### src/rtl/cnn_layer_sequencer_if.sv
// Handshake bundle between the host/layer side and the CNN layer sequencer.
//   start, abort     host run request and abort
//   layer_done       done level from each layer (bit 0 = first conv layer)
//   layer_start      one-hot, one-cycle launch pulse to each layer
//   busy             run in progress (launching or awaiting a layer)
//   run_done, error  terminal run status, held until the next start or abort
//   err_layer        index of the layer that timed out
//   cur_layer        index of the layer being launched or awaited
//   cycle_count      cycles spent in the current or last run
// The master modport is the host/layer side; the slave modport is the sequencer.
interface cnn_layer_sequencer_if #(
  parameter int NUM_LAYERS = 3,
  parameter int CNT_W      = 32
);
  logic                  start;
  logic                  abort;
  logic [NUM_LAYERS-1:0] layer_done;
  logic [NUM_LAYERS-1:0] layer_start;
  logic                  busy;
  logic                  run_done;
  logic                  error;
  logic [1:0]            err_layer;
  logic [1:0]            cur_layer;
  logic [CNT_W-1:0]      cycle_count;

  modport master (
    output start, abort, layer_done,
    input  layer_start, busy, run_done, error, err_layer, cur_layer, cycle_count
  );

  modport slave (
    input  start, abort, layer_done,
    output layer_start, busy, run_done, error, err_layer, cur_layer, cycle_count
  );
endinterface

### src/rtl/cnn_layer_sequencer.sv
// Run controller for a chain of inference layers (conv1 -> conv2 -> dense).
// One accepted host start produces an ordered series of one-cycle layer start
// pulses; each layer is launched only after the previous one reports done.
// A per-layer watchdog moves the run to an error state, and abort returns the
// controller to idle from any state.
// Ports:
//   clock  rising-edge system clock
//   reset  asynchronous, active-high
//   bus    slave side of cnn_layer_sequencer_if (start/abort/layer_done in,
//          layer_start/busy/run_done/error/err_layer/cur_layer/cycle_count out)
module cnn_layer_sequencer #(
  parameter int NUM_LAYERS     = 3,
  parameter int TIMEOUT_CYCLES = 65536,
  parameter int CNT_W          = 32
) (
  input logic                    clock,
  input logic                    reset,
  cnn_layer_sequencer_if.slave   bus
);

  localparam int TIMER_W = $clog2(TIMEOUT_CYCLES);

  localparam logic [TIMER_W-1:0] TIMER_LAST = TIMER_W'(TIMEOUT_CYCLES - 1);
  localparam logic [1:0]         LAST_LAYER = 2'(NUM_LAYERS - 1);

  localparam logic [2:0] S_IDLE   = 3'd0;
  localparam logic [2:0] S_LAUNCH = 3'd1;
  localparam logic [2:0] S_WAIT   = 3'd2;
  localparam logic [2:0] S_FINISH = 3'd3;
  localparam logic [2:0] S_ERROR  = 3'd4;

  logic [2:0]            state_q, state_d;
  logic [1:0]            cur_layer_q, cur_layer_d;
  logic [1:0]            err_layer_q, err_layer_d;
  logic [TIMER_W-1:0]    timer_q, timer_d;
  logic [CNT_W-1:0]      cycle_count_q, cycle_count_d;
  logic [NUM_LAYERS-1:0] layer_start_q, layer_start_d;
  logic [NUM_LAYERS-1:0] done_q, done_d;
  logic [NUM_LAYERS-1:0] done_ev;

  // Next-state logic. Abort overrides everything, including a same-cycle
  // start. The launch pulse is computed from the next layer index so that
  // layer_start is a plain register that is high exactly while in LAUNCH.
  always_comb begin
    state_d       = state_q;
    cur_layer_d   = cur_layer_q;
    err_layer_d   = err_layer_q;
    timer_d       = timer_q;
    cycle_count_d = cycle_count_q;
    layer_start_d = '0;
    done_d        = bus.layer_done;
    done_ev       = bus.layer_done & ~done_q;

    if (bus.abort) begin
      state_d     = S_IDLE;
      cur_layer_d = '0;
      timer_d     = '0;
    end else begin
      case (state_q)
        S_IDLE, S_FINISH, S_ERROR: begin
          if (bus.start) begin
            state_d       = S_LAUNCH;
            cur_layer_d   = '0;
            cycle_count_d = '0;
            layer_start_d = NUM_LAYERS'(1);
          end
        end
        S_LAUNCH: begin
          state_d = S_WAIT;
          timer_d = '0;
          if (cycle_count_q != '1) cycle_count_d = cycle_count_q + CNT_W'(1);
        end
        S_WAIT: begin
          timer_d = timer_q + TIMER_W'(1);
          if (cycle_count_q != '1) cycle_count_d = cycle_count_q + CNT_W'(1);
          // A done edge in the final watchdog cycle still counts as done.
          if (done_ev[cur_layer_q]) begin
            if (cur_layer_q != LAST_LAYER) begin
              state_d       = S_LAUNCH;
              cur_layer_d   = cur_layer_q + 2'd1;
              layer_start_d = NUM_LAYERS'(1) << (cur_layer_q + 2'd1);
            end else begin
              state_d = S_FINISH;
            end
          end else if (timer_q == TIMER_LAST) begin
            state_d     = S_ERROR;
            err_layer_d = cur_layer_q;
          end
        end
        default: state_d = S_IDLE;
      endcase
    end
  end

  // All controller state, including the registered launch pulse, clears
  // asynchronously so an in-flight pulse drops as soon as reset rises.
  always_ff @(posedge clock or posedge reset) begin
    if (reset) begin
      state_q       <= S_IDLE;
      cur_layer_q   <= '0;
      err_layer_q   <= '0;
      timer_q       <= '0;
      cycle_count_q <= '0;
      layer_start_q <= '0;
      done_q        <= '0;
    end else begin
      state_q       <= state_d;
      cur_layer_q   <= cur_layer_d;
      err_layer_q   <= err_layer_d;
      timer_q       <= timer_d;
      cycle_count_q <= cycle_count_d;
      layer_start_q <= layer_start_d;
      done_q        <= done_d;
    end
  end

  assign bus.layer_start = layer_start_q;
  assign bus.busy        = (state_q == S_LAUNCH) || (state_q == S_WAIT);
  assign bus.run_done    = (state_q == S_FINISH);
  assign bus.error       = (state_q == S_ERROR);
  assign bus.err_layer   = err_layer_q;
  assign bus.cur_layer   = cur_layer_q;
  assign bus.cycle_count = cycle_count_q;

endmodule

### src/flat_wrapper.sv
// flat-port wrapper written by rule: the top's interface ports become plain ports
module cnn_layer_sequencer_flat 
#(
  parameter int NUM_LAYERS     = 3,
  parameter int TIMEOUT_CYCLES = 65536,
  parameter int CNT_W          = 32
)
  (clock, reset, bus_start, bus_abort, bus_layer_done, bus_layer_start, bus_busy, bus_run_done, bus_error, bus_err_layer, bus_cur_layer, bus_cycle_count);
  cnn_layer_sequencer_if #(.NUM_LAYERS(NUM_LAYERS), .CNT_W(CNT_W)) bus_i ();
  input logic clock;
  input logic reset;
  input wire logic [$bits(bus_i.start)-1:0] bus_start;
  input wire logic [$bits(bus_i.abort)-1:0] bus_abort;
  input wire logic [$bits(bus_i.layer_done)-1:0] bus_layer_done;
  output wire logic [$bits(bus_i.layer_start)-1:0] bus_layer_start;
  output wire logic [$bits(bus_i.busy)-1:0] bus_busy;
  output wire logic [$bits(bus_i.run_done)-1:0] bus_run_done;
  output wire logic [$bits(bus_i.error)-1:0] bus_error;
  output wire logic [$bits(bus_i.err_layer)-1:0] bus_err_layer;
  output wire logic [$bits(bus_i.cur_layer)-1:0] bus_cur_layer;
  output wire logic [$bits(bus_i.cycle_count)-1:0] bus_cycle_count;
  assign bus_i.start = bus_start;
  assign bus_i.abort = bus_abort;
  assign bus_i.layer_done = bus_layer_done;
  assign bus_layer_start = bus_i.layer_start;
  assign bus_busy = bus_i.busy;
  assign bus_run_done = bus_i.run_done;
  assign bus_error = bus_i.error;
  assign bus_err_layer = bus_i.err_layer;
  assign bus_cur_layer = bus_i.cur_layer;
  assign bus_cycle_count = bus_i.cycle_count;
  cnn_layer_sequencer #(.NUM_LAYERS(NUM_LAYERS), .TIMEOUT_CYCLES(TIMEOUT_CYCLES), .CNT_W(CNT_W)) u_core (.clock(clock), .reset(reset), .bus(bus_i));
endmodule
### config.mk
export PLATFORM = sky130hd
export DESIGN_NAME = cnn_layer_sequencer_flat
export DESIGN_NICKNAME = d
export VERILOG_FILES = /design/src/rtl/cnn_layer_sequencer_if.sv /design/src/rtl/cnn_layer_sequencer.sv /design/src/flat_wrapper.sv
export SDC_FILE = /design/constraint.sdc
export NUM_CORES = 1
export LEC_CHECK = 0
export ABC_CLOCK_PERIOD_IN_PS = 5200
export CAP_MARGIN = 40
export CORE_MARGIN = 1.5
export CORE_UTILIZATION = 45
export DETAILED_ROUTE_END_ITERATION = 10
export PLACE_DENSITY = 0.65
export SETUP_SLACK_MARGIN = 0.3
export SYNTH_ARGS = -nofsm -noshare
export SYNTH_HDL_FRONTEND = slang
export SYNTH_SLANG_ARGS = --single-unit
### constraint.sdc
create_clock -name clock -period 5.2 [get_ports clock]
set_clock_uncertainty 0.1 [all_clocks]
set_input_delay 0.52 -clock clock [delete_from_list [all_inputs] [get_ports clock]]
set_output_delay 0.52 -clock clock [all_outputs]
set_load 0.02 [all_outputs]
# Word-level counts from Yosys, hierarchy flattened
# Index checks and enable logic that the tools add are counted.
# W data, S select, Z words.
dict set report word_totals {
  mem_bits_rw 0
  out_inout_bits 42
  rom_bits 0
  wordCells 63
  latch_bits 0
  reg_bits 61
  inputBits 7
  n_memories 0
}
dict set report op_classes {
  n_lt_le_gt_ge 1
  div_mod_pow 0
  addsub 3
  shifts 1
  mul 0
  reduce_logical 11
  n_bitwise 4
  mux 23
  n_eq_ne 13
}
# op n
set ops {}
lappend ops {{$mux W32} 2}
lappend ops {{$pmux W32 S2} 1}
lappend ops {{$add A32 B1 Y32 const B} 1}
lappend ops {{$ne A32 B32 Y1 const B} 1}
lappend ops {{$pmux W16 S2} 1}
lappend ops {{$mux W3} 7}
lappend ops {{$add A16 B1 Y16 const B} 1}
lappend ops {{$eq A16 B16 Y1 const B} 1}
lappend ops {{$mux W16} 1}
lappend ops {{$reduce_and A4 Y1} 3}
lappend ops {{$mux W2} 5}
lappend ops {{$pmux W3 S3} 1}
lappend ops {{$eq A3 B2 Y1 const B} 2}
lappend ops {{$ne A3 B2 Y1 const B} 2}
lappend ops {{$pmux W3 S2} 1}
lappend ops {{$reduce_bool A3 Y1} 2}
lappend ops {{$ne A2 B2 Y1 const B} 2}
lappend ops {{$ne A4 B2 Y1 const B} 1}
lappend ops {{$pmux W2 S2} 1}
lappend ops {{$and A3 B3 Y3} 1}
lappend ops {{$eq A3 B1 Y1 const B} 1}
lappend ops {{$eq A3 B3 Y1 const B} 1}
lappend ops {{$logic_not A3 Y1} 1}
lappend ops {{$lt A2 B3 Y1 const B} 1}
lappend ops {{other kinds (13)} 15}

# Depth between registers and ports, before layout
# Gate-level depths: netlist of the first run.
dict set report logic_depth {
  word_depth 7
  ltp_mapped 9
  ltp_nobuf 6
}

# Worst setup path after synthesis of the first run
# No wires, ideal clock.
dict set report synth_path {
  path_type {register to register}
  from {register u_core.cycle_count_q[0], in the netlist u_core.bus.cycle_count[0]}
  to {register u_core.cycle_count_q[17], in the netlist u_core.bus.cycle_count[17]}
  t_required_ns 4.978
  path_slack_ns 2.819
  path_buffers 0
  synth_period_minus_slack_ns 2.381
  path_stages_with_launch 7
  setup_time_ns 0.122
  arrival_ns 2.159
  cell_sequence {dfrtp_1 > ha_1 > nand4_2 > or4_4 > o211a_4 > a32o_1 > nand2b_1}
}
dict set report synth_via {
  elab_chain_len 3
  elab_cells_between_ends 6
  classes_between {1 x add/sub; 2 x eq/ne; 2 x mux; 1 x reduce/logical}
}
# item line_no
set synth_rtl {}
lappend synth_rtl {{start: declaration} cnn_layer_sequencer.sv:36} ;# logic [CNT_W-1:0] cycle_count_q, cycle_count_d;
lappend synth_rtl {{start signal: assignment} cnn_layer_sequencer.sv:111} ;# cycle_count_q <= cycle_count_d;
lappend synth_rtl {{$add A32 B1 Y32 / $ne A32 B32 Y1 (equally long branches)} {cnn_layer_sequencer.sv:71, cnn_layer_sequencer.sv:75}}
lappend synth_rtl {{$mux W32 / $ne A2 B1 Y1 (equally long branches)} -}
lappend synth_rtl {{$pmux W32 S2 / $reduce_and A4 Y1 (equally long branches)} -}
# Several ways; a longest one is shown, not always the timed one. The select of a mux whose other input is x is not followed.
# A chain may end at the register's enable or synchronous reset.

# Final worst setup path of the first run
dict set report layout_path {
  from {register u_core.state_q[1]}
  to {output bus_busy}
}
dict set report layout_via {
  elab_chain_len 2
  elab_cells_between_ends 3
  classes_between {2 x eq/ne; 1 x reduce/logical}
}
# item line_no
set layout_rtl {}
lappend layout_rtl {{start: declaration} cnn_layer_sequencer.sv:32} ;# logic [2:0] state_q, state_d;
lappend layout_rtl {{start signal: assignment} cnn_layer_sequencer.sv:107} ;# state_q <= state_d;
lappend layout_rtl {{$eq A3 B1 Y1 / $eq A3 B2 Y1 (equally long branches)} cnn_layer_sequencer.sv:118} ;# assign bus.busy = (state_q == S_LAUNCH) || (state_q == S_WAIT);
lappend layout_rtl {{$logic_or A1 B1 Y1 *} cnn_layer_sequencer.sv:118}
lappend layout_rtl {{end: declaration} flat_wrapper.sv:16} ;# output wire logic [$bits(bus_i.busy)-1:0] bus_busy;
# Mark *: on every way between the ends. The rest lies on a longest branch, timed or not.

==> results.md, run 1 <==
- Run status: completed
- Number of global-route vias before repair: 3004
- Class of the most critical setup path: reg -> out
- Total Routing Usage GR: 0.2139
- Period minus WS final: 3.028 ns
- Clock tree buffer depth: 2
- Final-report max-slew violation count: 0
- Startpoint of the worst setup timing path: u_core.state_q[1]
- Final count of hold timing violations: 0
- Finish-stage setup viols: 0
- Clock Tree Root: sky130_fd_sc_hd__clkbuf_8
- Total via count in the routed design: 3208
- Design Area, Final: 4289 um^2
- Cell type of the slowest stage on the worst timing path: sky130_fd_sc_hd__clkdlybuf4s50_1
- Combinational group share of total power: 0.351
- Number of optimization iterations in the first detailed-route pass: 4
- Critical path peak fanout: 24
- CTS-repair resized insts: 0
- Buffers inserted by post-CTS timing repair: 0
- Starting Density: 0.4635
- Type of element capturing the critical path: primary output
- Global-route wire length before repair: 14.41 mm
- Total power after layout: 0.001568 W
- Sequential-to-total area share from yosys stat: 0.4284
- Most common flop cell mapped by yosys: sky130_fd_sc_hd__dfrtp_1
- Cts bufs inserted: 9
- Post-placement setup slack: 2.259 ns
- Detailed Route WL: 8.501 mm
- Dominant delay contributor by cell family on the critical path: buffers and inverters
- Synth-to-Final Area Change: 20.37%
- Unrepaired setup endpoints after global routing: no
- Pwr Density: 365.5 nW/um^2
- Critical path startpoint category: register
- Total Nets Final: 444
- Wire per inst: 15.86 um
- Number of port buffers: 48
- Ratio of cells with drive above 1 in the final layout: 0.09447
- Part of the power in the clock network: 0.238
- Total of hold buffers inserted after clock tree synthesis: 0
- Area fraction of the dominant cell type after synthesis: 0.4284
- CTS H-tree depth: 3
- Number of DRC markers in iteration 0: 187
- Internal power of the cells: 0.0009451 W
- Pin count of the biggest net entering global routing: 62
- Cell-by-cell trace of the critical path: xnor2_1, or2_1, inv_2, clkdlybuf4s50_1
- Synthesized area divided by synthesized cell count: 9.160 um^2
- Dpl cell area: 4124 um^2
- Synthesized net count: 402
- Req. time, crit path: 4.58 ns
- CTS tree: yes
- Worst vdd rail ir drop: 163.4 uV
- Overflow left after global routing: 0
- Fraction of power spent switching nets: 0.3972
- Insertion delay to the later sink of the worst-skew pair: 0.34 ns
- Sinks on Clock Net: 61
- P_sw: 0.0006226 W
- Vias per Instance: 5.985
- Synth Warn #: 0
- Fmax achieved: 0.3302 GHz
- Max Cap Viol: 0
- Area of the core: 7687 um^2
- Die Area: 8461 um^2
- Most area-hungry cell type in the Yosys netlist: sky130_fd_sc_hd__dfrtp_1
- Synthesis-stage register bit count: 61
- DP HPWL: 5.791 mm
- Actual transition at the worst max-transition pin: 0.8821 ns
- Max-Slew Margin vs Limit: 0.4094
- Die outline height: 91.99 um
- Leak Pwr: 1.744 nW
- Number of placement rows: 32
- Part of the total power dissipated in sequential elements: 0.411
- Antenna violations before repair: 0
- Horizontal extent of the die: 91.99 um
- Count of unresolved DRC violations after routing: 0
- Cell count after synthesis: 389
- Hold_sp: u_core.timer_q[11]
- Post-synth EDFFs: 0
- Gpl congestion: 0.8403
- R2r startpoint: u_core.bus.cycle_count[1]
- Critical path's largest stage delay: 0.69 ns
- Total I/O pin count: 49
- Clock transition time at the flip-flop clock pins of the worst setup and hold paths: 0.06 ns
- Post-DRT Antenna Nets: 0
- Cell Area, Synth: 3563 um^2
- Cell variety after synth: 58
- Post-route clock period utilization: 0.5824
- Asr flop ratio synth: 1.000
- Setup TNS: 0 ns
- Endpoint arrival time on the critical path: 2.41 ns
- Diodes inserted: 0
- Filler cell count: 683
- Total buffers and inverters traversed by the critical path: 2
- Top post-synthesis cells by area: sky130_fd_sc_hd__dfrtp_1, sky130_fd_sc_hd__nand2_1, sky130_fd_sc_hd__o21ai_0, sky130_fd_sc_hd__nand3_1, sky130_fd_sc_hd__nand4_1
- Class of the tightest hold or removal check: reg -> reg
- Worst-case setup margin in the final layout: 2.172 ns
[cells by family after synthesis]
kind of cell	after synthesis	synth area share
AO/OA/AOI/OAI	111	0.2209
XOR/XNOR	4	0.009833
adder cells (fa/ha/maj)	6	0.02107
buffers and inverters	32	0.03898
flip-flops	61	0.4284
multiplexers	7	0.02107
AND/OR/NAND/NOR	168	0.2598
[power by group through the flow]
stage	clock, W	sequential [W]	combinational [W]
2_1_floorplan	0	0.000673	0.000309
3_3_place_gp	0	0.000650	0.000534
3_5_place_dp	0	0.000652	0.000553
4_1_cts	0.000383	0.000643	0.000557
5_1_grt	0.000403	0.000659	0.000602
6_report	0.000373	0.000644	0.000551
[layout by cell type (no fill, tap or decap), types with 4 or more instances in the layout]
cell | synthesis | layout
sky130_fd_sc_hd__nand3_1 | 20 | 20
sky130_fd_sc_hd__nand2_1 | 49 | 49
sky130_fd_sc_hd__o211ai_1 | 9 | 9
sky130_fd_sc_hd__a31oi_1 | 9 | 9
sky130_fd_sc_hd__o41ai_1 | 8 | 8
sky130_fd_sc_hd__ha_1 | 6 | 6
sky130_fd_sc_hd__or2_2 | 4 | 4
sky130_fd_sc_hd__a32oi_1 | 4 | 4
sky130_fd_sc_hd__and3_1 | 9 | 9
sky130_fd_sc_hd__o21ai_0 | 30 | 30
sky130_fd_sc_hd__and2_1 | 5 | 5
sky130_fd_sc_hd__o311ai_0 | 10 | 10
sky130_fd_sc_hd__clkbuf_8 | 0 | 11
sky130_fd_sc_hd__inv_1 | 10 | 9
sky130_fd_sc_hd__dfrtp_1 | 61 | 61
sky130_fd_sc_hd__clkdlybuf4s50_1 | 0 | 48
sky130_fd_sc_hd__a21oi_1 | 10 | 10
sky130_fd_sc_hd__nand4_1 | 16 | 16
sky130_fd_sc_hd__a211oi_1 | 4 | 4
sky130_fd_sc_hd__or3_1 | 5 | 5
sky130_fd_sc_hd__or4_1 | 6 | 6
sky130_fd_sc_hd__o31ai_1 | 6 | 6
sky130_fd_sc_hd__nor2_1 | 23 | 23
sky130_fd_sc_hd__nor3_1 | 7 | 7
sky130_fd_sc_hd__mux2_2 | 4 | 4
[flip-flops by register name, indices dropped and copies added, names as in the netlist]
signal                  count
u_core.bus.err_layer        2
u_core.timer_q             16
u_core.bus.cur_layer        2
u_core.state_q              3
u_core.bus.layer_start      3
u_core.done_q               3
u_core.bus.cycle_count     32
[layer usage]
metal / track usage / part of all wire
met5: 0 / 0
met4: 0.08205 / 0.011
met3: 0.05141 / 0.034
met2: 0.3327 / 0.47
met1: 0.2877 / 0.48
[worst paths after layout]
check | to | slack [ns] | cells after the start
max in group asynchronous | u_core.bus.cur_layer[1] | 3.87 | 3
worst min register to register | u_core.timer_q[11] | 0.38 | 1
min in group asynchronous | u_core.bus.cycle_count[26] | 0.61 | 3
worst min-delay path | u_core.timer_q[11] | 0.38 | 1
worst max register to register | u_core.bus.cycle_count[29] | 2.31 | 6
worst max-delay path | bus_busy | 2.17 | 4
[worst reg2reg max path, delay by kind of cell (launching register included)]
kind | cells | cell delay [ns]
compound gates | 1 | 0.73
fa+ha+maj | 1 | 0.36
simple gates | 4 | 1.12
flops | 1 | 0.46
[Yosys cell counts, types with 3 or more instances]
cell and count:
sky130_fd_sc_hd__mux2_2 4, sky130_fd_sc_hd__nand4_1 16, sky130_fd_sc_hd__nand2_1 49, sky130_fd_sc_hd__a21oi_1 10, sky130_fd_sc_hd__mux2i_1 3, sky130_fd_sc_hd__a31oi_1 9
sky130_fd_sc_hd__o211ai_1 9, sky130_fd_sc_hd__nor3_1 7, sky130_fd_sc_hd__buf_4 3, sky130_fd_sc_hd__and4_1 3, sky130_fd_sc_hd__and3_1 9, sky130_fd_sc_hd__nand4_2 3
sky130_fd_sc_hd__o311ai_0 10, sky130_fd_sc_hd__o31ai_1 6, sky130_fd_sc_hd__o2bb2ai_1 3, sky130_fd_sc_hd__ha_1 6, sky130_fd_sc_hd__nor2_1 23, sky130_fd_sc_hd__xor2_1 3
sky130_fd_sc_hd__a22o_1 3, sky130_fd_sc_hd__buf_2 6, sky130_fd_sc_hd__nor2b_1 3, sky130_fd_sc_hd__o41ai_1 8, sky130_fd_sc_hd__or4_1 6, sky130_fd_sc_hd__or3_1 5
sky130_fd_sc_hd__and2_1 5, sky130_fd_sc_hd__inv_1 10, sky130_fd_sc_hd__o21ai_0 30, sky130_fd_sc_hd__a211oi_1 4, sky130_fd_sc_hd__or2_2 4, sky130_fd_sc_hd__clkbuf_1 10
sky130_fd_sc_hd__nand3_1 20, sky130_fd_sc_hd__dfrtp_1 61, sky130_fd_sc_hd__a32oi_1 4
[through the flow]
stage / hold slack [ns] / std cells / util
finish: 0.3829 / 536 / 0.5579
global route: 0.3912 / 536 / 0.5579
global placement: 0.3598 / 520 / 0.5319
CTS: 0.3819 / 536 / 0.5579
floorplan: 0.3379 / 389 / -
detailed placement: 0.3709 / 522 / 0.5365
[layout make-up]
type	instances	area, um^2	area share
clock buffers	12	155.1	0.03617
clock inverters	2	10.01	0.002334
inverters	11	41.29	0.009627
multi-input cells	296	1898	0.4425
flip-flops and latches	61	1526	0.3559
well taps	102	127.6	0.02975
repair buffers	52	530.5	0.1237
No activity file was read; power rests on OpenSTA's default activity.
==> run 2, diff against run 1 <==
--- a/config.mk
+++ b/config.mk
@@ -5,12 +5,12 @@
 export SDC_FILE = /design/constraint.sdc
 export NUM_CORES = 1
 export LEC_CHECK = 0
-export ABC_CLOCK_PERIOD_IN_PS = 5200
+export ABC_CLOCK_PERIOD_IN_PS = 2700
 export CAP_MARGIN = 40
 export CORE_MARGIN = 1.5
 export CORE_UTILIZATION = 45
 export DETAILED_ROUTE_END_ITERATION = 10
-export PLACE_DENSITY = 0.65
+export PLACE_DENSITY = 0.67
 export SETUP_SLACK_MARGIN = 0.3
 export SYNTH_ARGS = -nofsm -noshare
 export SYNTH_HDL_FRONTEND = slang
==> constraint.sdc (replaced) <==
create_clock -name clock -period 2.7 [get_ports clock]
set_clock_uncertainty 0.1 [all_clocks]
set_input_delay 0.27 -clock clock [delete_from_list [all_inputs] [get_ports clock]]
set_output_delay 0.27 -clock clock [all_outputs]
set_load 0.02 [all_outputs]
==> run 2 against run 1 <==
Setup slack got worse by 1.8 ns. Clock power increased by 130%. Non-clock buffer count increased by 12. Die area unchanged. Power increased by 110%. Count of clock-buffer cells in the layout unchanged. Sequential share of layout area decreased by 1.2 points. Core utilization increased by 2.1 points. Via count increased by 4.8%. Flip-flop and latch count unchanged. Routed wire length increased by 5.5%. Critical path type is now reg -> reg. Critical endpoint is now u_core.bus.cycle_count[17]. Largest cell class unchanged.
==> results.md, run 2 (same netlist as run 1, synthesis figures left out) <==
- Class of the tightest hold or removal check: in -> async
- Part of the total power dissipated in sequential elements: 0.390 (-0.021)
- Clock Tree Root: sky130_fd_sc_hd__clkbuf_8
- Total Routing Usage GR: 0.2289 (+0.01506)
- Period minus WS final: 2.297 ns
- Class of the most critical setup path: reg -> reg
- Cts bufs inserted: 9 (unchanged)
- CTS H-tree depth: 3 (unchanged)
- Final core occ: 0.5785 (+0.02051)
- Total Nets Final: 456 (+2.7%)
- DP HPWL: 6.183 mm (+6.8%)
- Insertion delay to the later sink of the worst-skew pair: 0.35 ns (about the same)
- Starting Density: 0.4635 (unchanged)
- Design Area, Final: 4447 um^2 (+3.7%)
- Synth-to-Final Area Change: 24.79%
- Req. time, crit path: 2.83 ns (-1.75 ns)
- Number of port buffers: 48 (unchanged)
- Count of unresolved DRC violations after routing: 0 (unchanged)
- Critical path startpoint category: register
- Clock transition time at the flip-flop clock pins of the worst setup and hold paths: 0.07 ns (about the same)
- Most frequent cells in the layout: sky130_fd_sc_hd__dfrtp_1, sky130_fd_sc_hd__nand2_1, sky130_fd_sc_hd__clkdlybuf4s50_1
- Endpoint arrival time on the critical path: 2.42 ns (about the same)
- Run status: completed
- Finish-stage setup viols: 0 (unchanged)
- Total of hold buffers inserted after clock tree synthesis: 0 (unchanged)
- Gpl congestion: 0.8904 (+6.0%)
- Critical path's largest stage delay: 0.61 ns (-0.08 ns)
- Ratio of cells with drive above 1 in the final layout: 0.1362 (+0.04169)
- Total I/O pin count: 49 (unchanged)
- Dpl cell area: 4177 um^2 (+1.3%)
- Unrepaired setup endpoints after global routing: no
- Global-route wire length before repair: 15.38 mm (+6.8%)
- Detailed Route WL: 8.968 mm (+5.5%)
- Seq. cell area: 1529 um^2 (+0.16%)
- Sinks on Clock Net: 61 (unchanged)
- Final-report max-slew violation count: 0 (unchanged)
- Filler cell count: 699 (+2.3%)
- Pwr Density: 724.0 nW/um^2 (+98%)
- WL met2: 4.249 mm (+5.7%)
- P_sw: 0.001248 W (+100%)
- Routed metal-1 wire length: 4.204 mm (+2.5%)
- Met3 routed WL: 323 um (+13%)
- Max Cap Viol: 0 (unchanged)
- Diodes inserted: 0 (unchanged)
- Post-route clock period utilization: 0.8507
- Type of element capturing the critical path: register
- Post-DRT Antenna Nets: 0 (unchanged)
- Combinational group share of total power: 0.341 (-0.010)
- Fmax achieved: 0.4354 GHz
- Total via count in the routed design: 3363 (+4.8%)
- Final count of hold timing violations: 0 (unchanged)
- Number of global-route vias before repair: 3138 (+4.5%)
- Die outline height: 91.99 um (unchanged)
- Leading cell type in the layout, fill and taps excluded: sky130_fd_sc_hd__dfrtp_1
- Vias per Instance: 6.115 (+2.2%)
- Horizontal extent of the die: 91.99 um (unchanged)
- Die Area: 8461 um^2 (unchanged)
- Pin count of the biggest net entering global routing: 47 (-24%)
- Setup TNS: 0 ns (unchanged)
- Cell-by-cell trace of the critical path: ha_4, nand4_2, or4_4, o211a_4, a32o_1, nand2b_1
- Actual transition at the worst max-transition pin: 0.6353 ns (-0.2468 ns)
- Number of optimization iterations in the first detailed-route pass: 4 (unchanged)
- Worst vdd rail ir drop: 333.0 uV (+100%)
- Cell type of the slowest stage on the worst timing path: sky130_fd_sc_hd__or4_4
- Number of DRC markers in iteration 0: 173 (-7.5%)
- Max-Slew Margin vs Limit: 0.5729 (+0.1636)
- Total area of multi-input combinational cells: 1924 um^2 (+1.4%)
- Highest layer used for signal routing: met4
- Critical path peak fanout: 7 (-71%)
- Leak Pwr: 1.819 nW (+4.3%)
- Fraction of power spent switching nets: 0.3875 (-0.009630)
- Wire per inst: 16.31 um (+2.8%)
- Number of placement rows: 32 (unchanged)
- Overflow left after global routing: 0 (unchanged)
- CTS tree: yes
- Antenna violations before repair: 0 (unchanged)
- Number of flip-flops in the largest register: 32 (unchanged)
- Area of the core: 7687 um^2 (unchanged)
- Clock tree buffer depth: 2 (unchanged)
- Internal power of the cells: 0.001972 W (+110%)
- Part of the power in the clock network: 0.269 (+0.031)
[run 2: area by class of cell]
class / count / area share
Inverter: 11 / 0.009848
Timing Repair Buffer: 64 / 0.1376
Sequential cell: 61 / 0.3438
Clock inverter: 4 / 0.01013
Tap cell: 102 / 0.02870
Multi-Input combinational cell: 296 / 0.4328
Clock buffer: 12 / 0.03714
[run 2: through the flow]
stage	worst slack [ns]	std cells	power [W]	hold slack, ns
2_1_floorplan	0.3185	389	0.001890	0.2014
3_3_place_gp	0.2411	530	0.002314	0.3556
3_5_place_dp	0.2318	530	0.002332	0.3605
4_1_cts	0.3401	548	0.003215	0.1325
5_1_grt	0.3092	550	0.003411	0.1686
6_report	0.4031	550	0.003219	0.1178
[run 2: timing repair]
| item | 4_1_cts | 5_1_grt |
|---|---|---|
| buffers inserted | 2 | 2 |
| endpoints found under the setup margin | 20 | 17 |
| pin swaps | 1 | 1 |
| cloned | 0 | 0 |
| resized for setup | 4 | 5 |
[run 2: final timing paths]
check                                          start                    endpoint  slack, ns  depth (start not counted)
min                                            reset  u_core.bus.cycle_count[31]       0.12                          2
max reg2reg                u_core.bus.cycle_count[1]  u_core.bus.cycle_count[17]       0.40                          6
min in group clock                 bus_layer_done[0]            u_core.done_q[0]       0.28                          1
max in group asynchronous                      reset   u_core.bus.cycle_count[0]       1.79                          3
min reg2reg                       u_core.timer_q[11]          u_core.timer_q[11]       0.37                          1
max                        u_core.bus.cycle_count[1]  u_core.bus.cycle_count[17]       0.40                          6
[run 2: power by group through the flow]
stage               logic [W]  registers [W]  clock network, W
finish                0.00110        0.00125          0.000867
global placement      0.00106        0.00125                 0
CTS                   0.00108        0.00125          0.000883
global route          0.00120        0.00128          0.000933
floorplan            0.000594        0.00130                 0
detailed placement    0.00107        0.00126                 0
[run 2: routing by layer]
| layer | global-route usage | vias to the layer above |
|---|---|---|
| met5 | 0 | - |
| met4 | 0.1000 | 0 |
| met3 | 0.03731 | 17 |
| met2 | 0.3574 | 84 |
| met1 | 0.3134 | 1660 |
| li1 | - | 1602 |
[run 2: critical path: cells and delay by family (launching register included)]
| kind | cells | cell delay [ns] |
|---|---|---|
| compound gates | 2 | 0.54 |
| flops | 1 | 0.44 |
| fa+ha+maj | 1 | 0.20 |
| simple gates | 3 | 0.90 |
==> run 3, diff against run 2 <==
--- a/config.mk
+++ b/config.mk
@@ -5,13 +5,15 @@
 export SDC_FILE = /design/constraint.sdc
 export NUM_CORES = 1
 export LEC_CHECK = 0
+export ABC_AREA = 1
 export ABC_CLOCK_PERIOD_IN_PS = 2700
 export CAP_MARGIN = 40
-export CORE_MARGIN = 1.5
+export CORE_MARGIN = 2
 export CORE_UTILIZATION = 45
 export DETAILED_ROUTE_END_ITERATION = 10
 export PLACE_DENSITY = 0.67
 export SETUP_SLACK_MARGIN = 0.3
+export SKIP_LAST_GASP = 1
 export SYNTH_ARGS = -nofsm -noshare
 export SYNTH_HDL_FRONTEND = slang
 export SYNTH_SLANG_ARGS = --single-unit
==> run 3 against run 2 <==
Power decreased by 21%. Global-route usage shrank 2.0 points. Critical path type is now reg -> out. Critical endpoint is now bus_busy. Clock power up 9.6%. Cell area rose by 5.3%. Synthesized area grew 8.8%. Largest cell class unchanged. Die area up 11%. Largest power group unchanged.
==> results.md, run 3 <==
- Cell type of the slowest stage on the worst timing path: sky130_fd_sc_hd__clkdlybuf4s50_1
- Type of element capturing the critical path: primary output
- Final count of hold timing violations: 0 (unchanged)
- Fraction of power spent switching nets: 0.3285 (-0.05906)
- Number of global-route vias before repair: 3518 (+12%)
- Total Nets Final: 600 (+32%)
- Actual transition at the worst max-transition pin: 0.6789 ns (+0.04359 ns)
- Crit path capture: bus_busy
- Most area-hungry cell type in the Yosys netlist: sky130_fd_sc_hd__dfrtp_1
- Ratio of cells with drive above 1 in the final layout: 0.1436 (+0.007420)
- Count of unresolved DRC violations after routing: 0 (unchanged)
- Most frequent cells in the layout: sky130_fd_sc_hd__nand2_1, sky130_fd_sc_hd__nor2_1, sky130_fd_sc_hd__dfrtp_1
- Number of port buffers: 48 (unchanged)
- Die outline height: 96.84 um (+5.3%)
- Number of cells in the design after placement: 681 (+28%)
- CTS tree: yes
- Detailed Route WL: 9.288 mm (+3.6%)
- Setup TNS: 0 ns (unchanged)
- Total buffers and inverters traversed by the critical path: 2 (+2)
- Max Cap Viol: 0 (unchanged)
- Wire per inst: 13.33 um (-18%)
- DP HPWL: 6.785 mm (+9.7%)
- Cell Area, Synth: 3879 um^2 (+8.8%)
- CTS H-tree depth: 3 (unchanged)
- Total via count in the routed design: 3520 (+4.7%)
- Design Area, Final: 4682 um^2 (+5.3%)
- Dpl cell area: 4457 um^2 (+6.7%)
- Horizontal extent of the die: 96.84 um (+5.3%)
- Class of the tightest hold or removal check: in -> async
- Area of the core: 8299 um^2 (+8.0%)
- Filler cell count: 809 (+16%)
- Period minus WS final: 2.253 ns (-0.04349 ns)
- Sinks on Clock Net: 61 (unchanged)
- Req. time, crit path: 2.33 ns (-0.50 ns)
- P_sw: 0.0008379 W (-33%)
- Cell count after synthesis: 530 (+36%)
- Class of the most critical setup path: reg -> out
- Final-report max-slew violation count: 0 (unchanged)
- Total of hold buffers inserted after clock tree synthesis: 0 (unchanged)
- Vias per Instance: 5.050 (-17%)
- Cell variety after synth: 32 (-45%)
- Post-DRT Antenna Nets: 0 (unchanged)
- Clock Tree Root: sky130_fd_sc_hd__clkbuf_8
- Clock transition time at the flip-flop clock pins of the worst setup and hold paths: 0.08 ns (about the same)
- Leak Pwr: 1.883 nW (+3.5%)
- CTS-repair resized insts: 0 (-4)
- Startpoint of the worst setup timing path: u_core.state_q[2]
- Total I/O pin count: 49 (unchanged)
- Leading cell types by count after synthesis: sky130_fd_sc_hd__nand2_1, sky130_fd_sc_hd__nor2_1, sky130_fd_sc_hd__dfrtp_1, sky130_fd_sc_hd__inv_1, sky130_fd_sc_hd__nand3_1
- Clock tree buffer depth: 2 (unchanged)
- Endpoint arrival time on the critical path: 1.88 ns (-0.54 ns)
- Cts bufs inserted: 9 (unchanged)
- Overflow left after global routing: 0 (unchanged)
- Antenna violations before repair: 0 (unchanged)
- Diodes inserted: 0 (unchanged)
- Dominant delay contributor by cell family on the critical path: buffers and inverters
- Insertion delay to the later sink of the worst-skew pair: 0.36 ns (about the same)
- Internal power of the cells: 0.001713 W (-13%)
- Pwr Density: 544.9 nW/um^2 (-25%)
- Unrepaired setup endpoints after global routing: no
- Synthesis-stage register bit count: 61 (unchanged)
- Synthesized area divided by synthesized cell count: 7.318 um^2 (-20%)
- Number of optimization iterations in the first detailed-route pass: 4 (unchanged)
- R2r endpoint: u_core.bus.cycle_count[30]
- Post-synth EDFFs: 0 (unchanged)
- Part of the total power dissipated in sequential elements: 0.392 (+0.002)
- R2r startpoint: u_core.bus.cycle_count[1]
- Fmax achieved: 0.4438 GHz (+1.9%)
- Number of placement rows: 33 (+3.1%)
- Critical path startpoint category: register
- Global-route wire length before repair: 16.13 mm (+4.9%)
- Gpl congestion: 0.8898 (about the same)
- Part of the power in the clock network: 0.372 (+0.103)
- Synth Warn #: 0 (unchanged)
- Setup slack, reg-to-reg: 0.48 ns (+0.08 ns)
- Run status: completed
- Asr flop ratio synth: 1.000 (unchanged)
- Buffers inserted by post-CTS timing repair: 0 (-2)
- Leading cell type in the layout, fill and taps excluded: sky130_fd_sc_hd__nand2_1
- Die Area: 9378 um^2 (+11%)
- Most common flop cell mapped by yosys: sky130_fd_sc_hd__dfrtp_1
- Number of standard cells in the layout, taps in and fillers out: 697 (+27%)
- Most common cell in the netlist: sky130_fd_sc_hd__nand2_1
- Synth-to-Final Area Change: 20.71%
- Area fraction of the dominant cell type after synthesis: 0.3935 (-0.03482)
- Starting Density: 0.4674 (+0.003818)
- Pin count of the biggest net entering global routing: 33 (-30%)
- Number of DRC markers in iteration 0: 152 (-12%)
- Worst vdd rail ir drop: 408.4 uV (+23%)
- Total Routing Usage GR: 0.2086 (-0.02033)
- Finish-stage setup viols: 0 (unchanged)
- Combinational group share of total power: 0.236 (-0.105)
- Post-route clock period utilization: 0.8346 (-0.01611)
- Synthesized net count: 543 (+35%)
- Total power after layout: 0.002551 W (-21%)
- Critical path's largest stage delay: 0.62 ns (about the same)
- Worst-case hold slack: 0.2367 ns (+0.1189 ns)
- Cell count along the critical path: 4 (-2)
- Sequential-to-total area share from yosys stat: 0.3935 (-0.03482)
- Top post-synthesis cells by area: sky130_fd_sc_hd__dfrtp_1, sky130_fd_sc_hd__nand2_1, sky130_fd_sc_hd__nor2_1, sky130_fd_sc_hd__o21ai_2, sky130_fd_sc_hd__nand3_1
- Critical path peak fanout: 7 (unchanged)
- Cell-by-cell trace of the critical path: inv_1, nand3_2, nand2_1, clkdlybuf4s50_1
- R2R cell count: 9 (+3)
- Number of flip-flops in the largest register: 32 (unchanged)
- Max-Slew Margin vs Limit: 0.5467 (-0.02619)
run 3: per-stage QoR:
stage | setup slack [ns] | util
after CTS | 0.4308 | 0.5641
after detailed placement | 0.4802 | 0.5370
after global placement | 0.5378 | 0.5370
final | 0.4466 | 0.5641
after global routing | 0.3060 | 0.5641
after floorplan | 0.7090 | -
run 3: worst min-delay path by stage:
| stage | end | depth (start not counted) | slack (ns) |
|---|---|---|---|
| final | u_core.timer_q[6] | 2 | 0.24 |
| after global routing | u_core.done_q[2] | 1 | 0.29 |
| after CTS | u_core.timer_q[5] | 2 | 0.25 |
| after detailed placement | u_core.bus.err_layer[1] | 2 | 0.37 |
| after global placement | u_core.bus.err_layer[1] | 2 | 0.36 |
| after floorplan | u_core.done_q[0] | 0 | 0.20 |
run 3: cells by family after synthesis:
logic type | Yosys count | share of synthesized area
XOR/XNOR | 19 | 0.04290
flip-flops | 61 | 0.3935
adder cells (fa/ha/maj) | 6 | 0.01935
buffers and inverters | 54 | 0.07032
AND/OR/NAND/NOR | 327 | 0.3600
AO/OA/AOI/OAI | 63 | 0.1139
run 3: routing by layer:
metal | routed length (um) | up-vias | track usage | part of all wire
met5 | 0 | - | 0 | 0
met4 | 179 | 0 | 0.08992 | 0.019
met3 | 362 | 16 | 0.03324 | 0.039
met2 | 4619 | 79 | 0.3590 | 0.50
met1 | 4126 | 1632 | 0.2586 | 0.44
li1 | - | 1793 | - | -
run 3: power by group through the flow:
stage	clock network, W	registers (W)	logic [W]
finish	0.000950	0.00100	0.000601
global route	0.00100	0.00101	0.000666
CTS	0.000962	0.00100	0.000605
detailed placement	0	0.00102	0.000603
global placement	0	0.00101	0.000594
floorplan	0	0.00104	0.000418
run 3: cell type report:
class,count,area (um^2),share of cell area
clock buffers,12,155.1,0.03314
repair buffers,53,543.0,0.1160
multi-input cells,415,2079,0.4441
well taps,105,131.4,0.02806
clock inverters,4,70.07,0.01497
flip-flops and latches,61,1526,0.3260
inverters,47,176.4,0.03768
run 3: worst register-to-register path: stages (launching register included):
cell,delay [ns]
sky130_fd_sc_hd__dfrtp_1,0.41
sky130_fd_sc_hd__ha_1,0.33
sky130_fd_sc_hd__inv_2,0.07
sky130_fd_sc_hd__nor2_2,0.20
sky130_fd_sc_hd__nand2_2,0.13
sky130_fd_sc_hd__nor2_4,0.13
sky130_fd_sc_hd__nand2_1,0.07
sky130_fd_sc_hd__nand4_2,0.31
sky130_fd_sc_hd__buf_4,0.29
sky130_fd_sc_hd__o21ai_2,0.07
